$ cat config.mk
export PLATFORM = sky130hd
export DESIGN_NAME = fifo_word_packer_flat
export DESIGN_NICKNAME = d
export VERILOG_FILES = /design/src/rtl/fifo_pkg.sv /design/src/rtl/fifo_word_packer_if.sv /design/src/rtl/fifo_word_packer.sv /design/src/flat_wrapper.sv
export SDC_FILE = /design/constraint.sdc
export NUM_CORES = 1
export LEC_CHECK = 0
export ABC_AREA = 1
export BUFFER_PORTS_ARGS = -buffer_cell sky130_fd_sc_hd__buf_2
export CAP_MARGIN = 40
export CORE_UTILIZATION = 58
export CTS_CLUSTER_DIAMETER = 150
export DETAILED_ROUTE_END_ITERATION = 12
export PLACE_DENSITY = 0.84
export SYNTH_ARGS = -nofsm -noshare
export SYNTH_HDL_FRONTEND = slang
export SYNTH_SLANG_ARGS = --single-unit
$ cat constraint.sdc
create_clock -name clk -period 3.1 [get_ports clk]
set_input_delay 0.155 -clock clk [delete_from_list [all_inputs] [get_ports clk]]
set_output_delay 0.155 -clock clk [all_outputs]
set_load 0.02 [all_outputs]
$ cat src/rtl/fifo_pkg.sv
// Shared definitions for the nibble FIFO family: packer state encodings,
// default geometry and a constant clog2 used to size counters.
package fifo_pkg;

  localparam int DEFAULT_DATA_WIDTH = 4;
  localparam int DEFAULT_PACK       = 4;

  localparam logic STATE_FILL = 1'b0;
  localparam logic STATE_HOLD = 1'b1;

  typedef enum logic {
    FILL = STATE_FILL,
    HOLD = STATE_HOLD
  } pack_state_t;

  function automatic int clog2(input int value);
    int result;
    result = 0;
    for (int i = 0; i < 32; i++) begin
      if ((1 << result) < value) result++;
    end
    return result;
  endfunction

endpackage

$ cat src/rtl/fifo_word_packer_if.sv
// Bundle of the FIFO read side and the packed-word output handshake.
// The master modport is the packer; the slave modport is its environment.
interface fifo_word_packer_if
  import fifo_pkg::*;
#(
  parameter int DATA_WIDTH = DEFAULT_DATA_WIDTH,
  parameter int PACK       = DEFAULT_PACK
);

  localparam int CNT_BITS = clog2(PACK + 1);

  logic                       fifo_empty;
  logic                       fifo_rd_en;
  logic [DATA_WIDTH-1:0]      fifo_rd_data;
  logic                       flush;
  logic [DATA_WIDTH*PACK-1:0] out_data;
  logic [CNT_BITS-1:0]        out_count;
  logic                       out_valid;
  logic                       out_ready;
  logic                       busy;

  modport master (
    input  fifo_empty, fifo_rd_data, flush, out_ready,
    output fifo_rd_en, out_data, out_count, out_valid, busy
  );

  modport slave (
    output fifo_empty, fifo_rd_data, flush, out_ready,
    input  fifo_rd_en, out_data, out_count, out_valid, busy
  );

endinterface

$ cat src/rtl/fifo_word_packer.sv
// Pops items from the nibble FIFO and packs PACK of them (first item in the
// LSBs) into one word on a valid/ready port; FLUSH emits a partial word.
module fifo_word_packer
  import fifo_pkg::*;
#(
  parameter int DATA_WIDTH = DEFAULT_DATA_WIDTH,
  parameter int PACK       = DEFAULT_PACK
) (
  input logic               clk,
  input logic               rst_n,
  fifo_word_packer_if.master bus
);

  localparam int                  CNT_BITS  = clog2(PACK + 1);
  localparam int                  WORD_BITS = DATA_WIDTH * PACK;
  localparam logic [CNT_BITS-1:0] PACK_CNT  = CNT_BITS'(PACK);

  pack_state_t          state, state_next;
  logic [CNT_BITS-1:0]  issued, issued_next;
  logic [CNT_BITS-1:0]  captured, captured_next;
  logic                 rd_pend;
  logic                 flush_lat, flush_lat_next;
  logic [WORD_BITS-1:0] word_q, word_next;
  logic                 rd_en;

  // Reads stop once a full word is in flight or a flush is draining the last read.
  assign rd_en = rst_n && (state == FILL) && !bus.fifo_empty &&
                 (issued < PACK_CNT) && !flush_lat;

  always_ff @(posedge clk or negedge rst_n) begin
    if (!rst_n) begin
      state     <= FILL;
      issued    <= '0;
      captured  <= '0;
      rd_pend   <= 1'b0;
      flush_lat <= 1'b0;
      word_q    <= '0;
    end else begin
      state     <= state_next;
      issued    <= issued_next;
      captured  <= captured_next;
      rd_pend   <= rd_en;
      flush_lat <= flush_lat_next;
      word_q    <= word_next;
    end
  end

  // At most one read is outstanding, so a latched flush can close the word as
  // soon as the final pending item lands in its slot.
  always_comb begin
    state_next     = state;
    issued_next    = issued;
    captured_next  = captured;
    flush_lat_next = flush_lat;
    word_next      = word_q;
    case (state)
      FILL: begin
        if (rd_en) issued_next = issued + 1'b1;
        if (rd_pend) begin
          word_next[captured*DATA_WIDTH +: DATA_WIDTH] = bus.fifo_rd_data;
          captured_next = captured + 1'b1;
        end
        if (bus.flush && ((issued != '0) || rd_pend)) flush_lat_next = 1'b1;
        if ((captured_next == PACK_CNT) || (flush_lat && (captured_next != '0))) begin
          state_next     = HOLD;
          flush_lat_next = 1'b0;
        end
      end
      HOLD: begin
        if (bus.out_ready) begin
          state_next    = FILL;
          issued_next   = '0;
          captured_next = '0;
          word_next     = '0;
        end
      end
      default: state_next = FILL;
    endcase
  end

  assign bus.fifo_rd_en = rd_en;
  assign bus.out_valid  = (state == HOLD);
  assign bus.out_data   = (state == HOLD) ? word_q : '0;
  assign bus.out_count  = (state == HOLD) ? captured : '0;
  assign bus.busy       = (state == HOLD) || (issued != '0) || rd_pend;

endmodule
$ cat src/flat_wrapper.sv
// flat-port wrapper written by rule: the top's interface ports become plain ports
module fifo_word_packer_flat import fifo_pkg::*;
#(
  parameter int DATA_WIDTH = DEFAULT_DATA_WIDTH,
  parameter int PACK       = DEFAULT_PACK
)
  (clk, rst_n, bus_fifo_empty, bus_fifo_rd_data, bus_flush, bus_out_ready, bus_fifo_rd_en, bus_out_data, bus_out_count, bus_out_valid, bus_busy);
  fifo_word_packer_if #(.DATA_WIDTH(DATA_WIDTH), .PACK(PACK)) bus_i ();
  input logic clk;
  input logic rst_n;
  input wire logic [$bits(bus_i.fifo_empty)-1:0] bus_fifo_empty;
  input wire logic [$bits(bus_i.fifo_rd_data)-1:0] bus_fifo_rd_data;
  input wire logic [$bits(bus_i.flush)-1:0] bus_flush;
  input wire logic [$bits(bus_i.out_ready)-1:0] bus_out_ready;
  output wire logic [$bits(bus_i.fifo_rd_en)-1:0] bus_fifo_rd_en;
  output wire logic [$bits(bus_i.out_data)-1:0] bus_out_data;
  output wire logic [$bits(bus_i.out_count)-1:0] bus_out_count;
  output wire logic [$bits(bus_i.out_valid)-1:0] bus_out_valid;
  output wire logic [$bits(bus_i.busy)-1:0] bus_busy;
  assign bus_i.fifo_empty = bus_fifo_empty;
  assign bus_i.fifo_rd_data = bus_fifo_rd_data;
  assign bus_i.flush = bus_flush;
  assign bus_i.out_ready = bus_out_ready;
  assign bus_fifo_rd_en = bus_i.fifo_rd_en;
  assign bus_out_data = bus_i.out_data;
  assign bus_out_count = bus_i.out_count;
  assign bus_out_valid = bus_i.out_valid;
  assign bus_busy = bus_i.busy;
  fifo_word_packer #(.DATA_WIDTH(DATA_WIDTH), .PACK(PACK)) u_core (.clk(clk), .rst_n(rst_n), .bus(bus_i));
endmodule
==> metrics.cfg <==
[synthesis]
ys_seq_elements=25
yosysTopAreaCell=sky130_fd_sc_hd__dfrtp_1
synth.area.top_cells=sky130_fd_sc_hd__dfrtp_1 (42%), sky130_fd_sc_hd__nand2_1 (13%), sky130_fd_sc_hd__inv_1 (12%), sky130_fd_sc_hd__ha_1 (6.7%), sky130_fd_sc_hd__nand4_1 (5.9%)
synth_simple_gate_area_share_pct=27.56
postSynthNetCount=212
netlist.area_leader.share_pct=42.02
yosys-mux-area-fraction_pct=0
netlist_instances=195
synth-adder-area-share_pct=6.723
yosysWarnings=0
synth_cell_types=23
syn_area_per_cell_um2=7.636
synth.cell_area_um2=1489
synth.yosys.seq_area_share_pct=42.02
combinational_family_with_the_most_area_after_synthesis=simple AND/OR/NAND/NOR gates
synth-compound-area-share_pct=10.08
yosys.area_share.xor_xnor_pct=0

[power_and_ir_drop]
power.density_cell_area_nw_per_um2=761.6
power.leakage_nw=1.050
p_switching_mw=0.6376
internal_power_mw=0.6565
switching_share_pct=49.27
sequentialPowerShare_pct=36.9
max_ir_drop_vdd_v=0.0007111
combPwrFrac_pct=51.4
power.clock.fraction_pct=11.7

[cells_and_area]
layout-drive-gt1-share_pct=20.26
final_layout_fill_cell_count=188
seq_area_um2=625.6
final_cells=255
multi_input_comb_area_um2=660.6
diodes=0
layout.cells.most_common_list=sky130_fd_sc_hd__nand2_1 (51), sky130_fd_sc_hd__inv_1 (47), sky130_fd_sc_hd__buf_2 (30), sky130_fd_sc_hd__dfrtp_1 (25), sky130_fd_sc_hd__nand4_1 (14)
layout_commonest_cell=sky130_fd_sc_hd__nand2_1
area.growth.synth_to_final_pct=14.12
layout.cell_area.non_filler_um2=1699
finish.net_count=245

[floorplan]
floorplan.rows=17
die_height_um=52.67
io-pin-count=31
floorplan.core_area_um2=2318
floorplan.die_area_um2=2774
initial_core_util_pct=64.22
dieWidth_um=52.67

[clock_network]
numClockSinks=25
htreeDepth=1
cts_hold_repair.buffers=1
clkLatencyLatePin_ps=320
cts_tree=yes
cts.root.buffer_cell=sky130_fd_sc_hd__clkbuf_4
worst_setup_hold_path_clk_slew_ps=140
tritoncts.num_buffers=3
post-cts-setup-buffer-count=0
post_cts_resize_count=0
clock_path_buffers=2

[timing]
tightestPinTransition_ps=574.9
rsz0062_at_grt=false
fin_worst_skew_ps=5.814
final.period_utilization_pct=70.46
final.hold.worst_slack_ps=117.8
finalHoldViolations=0
max_freq_mhz=457.8
finalSetupViolCount=0
post-route-min-period_ps=2184
slew_headroom_pct=61.67
timing.setup.tns_ps=0
final-max-slew-violation-count=0

[routing]
routed_wire_length_per_instance_um=12.24
routed_via_density=5.278
postRouteAntennaNets=0
m1WireLength_mm=1.279
maxUsedRoutingLayer=met4
detailroute.wirelength.met2_mm=1.630
first_pass_iters=5
wire_length_on_met3_um=167
detail_route.wirelength_mm=3.121
drc_errors=0
drt_iter0_markers=29
routed-via-count=1346

[worst_setup_path]
r2r_setup_slack_ps=920
worst-endpoint-arrival_ps=2420
critPathCaptureType=flop
worst-setup-path-type=flop to flop
cp_max_fo=15
startpoint_type=flop
critPathRequiredTime_ps=3340

[global_routing]
grt_start_max_net_pins=28
antenna_found_initial=0
grt_pass1_wl_mm=5.347
grt.overflow.total=0
grt_pass1_vias=1287
gr-usage-all-layers_pct=26.60

[place]
dpl_cell_area_um2=1659
numPortBuffers=30
place.detailed.instances=250
place_congestion=0.8909
hpwlAfterDp_mm=2.388

[run]
cap_viol_max_count=0

[worst_hold_path]
hold_path_class=primary input to flop

[run_status]
outcome=finished clean

synth_stat cells (all sizes together):
master	count
a21oi	1
a31oi	1
buf	4
dfrtp	25
ha	8
inv	48
nand2	53
nand3	9
nand4	14
nor2	8
nor3	2
o21ai	15
o22ai	6
or2	1
through the flow:
| step | utilization (%) | total power, mW | setup slack, ps |
|---|---|---|---|
| 2_1_floorplan | - | 0.9829 | 1438 |
| 3_5_place_dp | 71.56 | 1.144 | 968.8 |
| 4_1_cts | 73.29 | 1.296 | 957.2 |
| 3_3_place_gp | 71.56 | 1.102 | 1119 |
| 5_1_grt | 73.29 | 1.408 | 760.8 |
| 6_report | 73.29 | 1.294 | 915.8 |
critical path, stage by stage (launching register included):
cell	delay, ps
sky130_fd_sc_hd__dfrtp_1	670
sky130_fd_sc_hd__inv_1	220
sky130_fd_sc_hd__ha_1	250
sky130_fd_sc_hd__ha_1	340
sky130_fd_sc_hd__nand2_1	140
sky130_fd_sc_hd__o21ai_4	250
sky130_fd_sc_hd__nand4_1	110
sky130_fd_sc_hd__o21ai_0	120
cell families (layout without fill, tap and decap cells):
family / Yosys count / count (layout)
fa+ha+maj: 8 / 8
compound gates: 23 / 23
buf+inv: 52 / 84
simple gates: 87 / 87
flops: 25 / 25
routing by layer:
metal	global-route usage (%)	up-vias
li1	-	672
met1	32.65	619
met2	45.57	49
met3	2.899	6
met4	13.60	0
met5	0	-
power by group through the flow:
stage | sequential (mW) | combinational, mW | clock (mW)
4_1_cts | 0.477 | 0.665 | 0.154
2_1_floorplan | 0.455 | 0.528 | 0
5_1_grt | 0.488 | 0.752 | 0.168
3_5_place_dp | 0.483 | 0.660 | 0
3_3_place_gp | 0.476 | 0.626 | 0
6_report | 0.477 | 0.665 | 0.152
state kept, by name, indices dropped and copies added (netlist names):
| register | cells |
|---|---|
| u_core.bus.out_valid | 1 |
| u_core.captured | 3 |
| u_core.rd_pend | 1 |
| u_core.flush_lat | 1 |
| u_core.word_q | 16 |
| u_core.issued | 3 |
final timing paths:
| check | startpoint | endpoint | cells past startpoint |
|---|---|---|---|
| worst max-delay path | u_core.captured[0] | u_core.word_q[9] | 7 |
| worst min-delay path | bus_fifo_rd_data[1] | u_core.word_q[1] | 3 |
| worst max register to register | u_core.captured[0] | u_core.word_q[9] | 7 |
| worst min register to register | u_core.word_q[2] | u_core.word_q[2] | 2 |
| max in group asynchronous | rst_n | u_core.captured[0] | 2 |
| min in group asynchronous | rst_n | u_core.word_q[9] | 2 |
layout make-up:
class,instances,area share [%]
repair buffers,32,9.867
multi-input cells,118,38.88
inverters,48,10.60
clock buffers,3,1.325
clock inverters,1,0.4418
flip-flops and latches,25,36.82
well taps,28,2.062
Note: power is estimated with default switching activity, not from simulation.
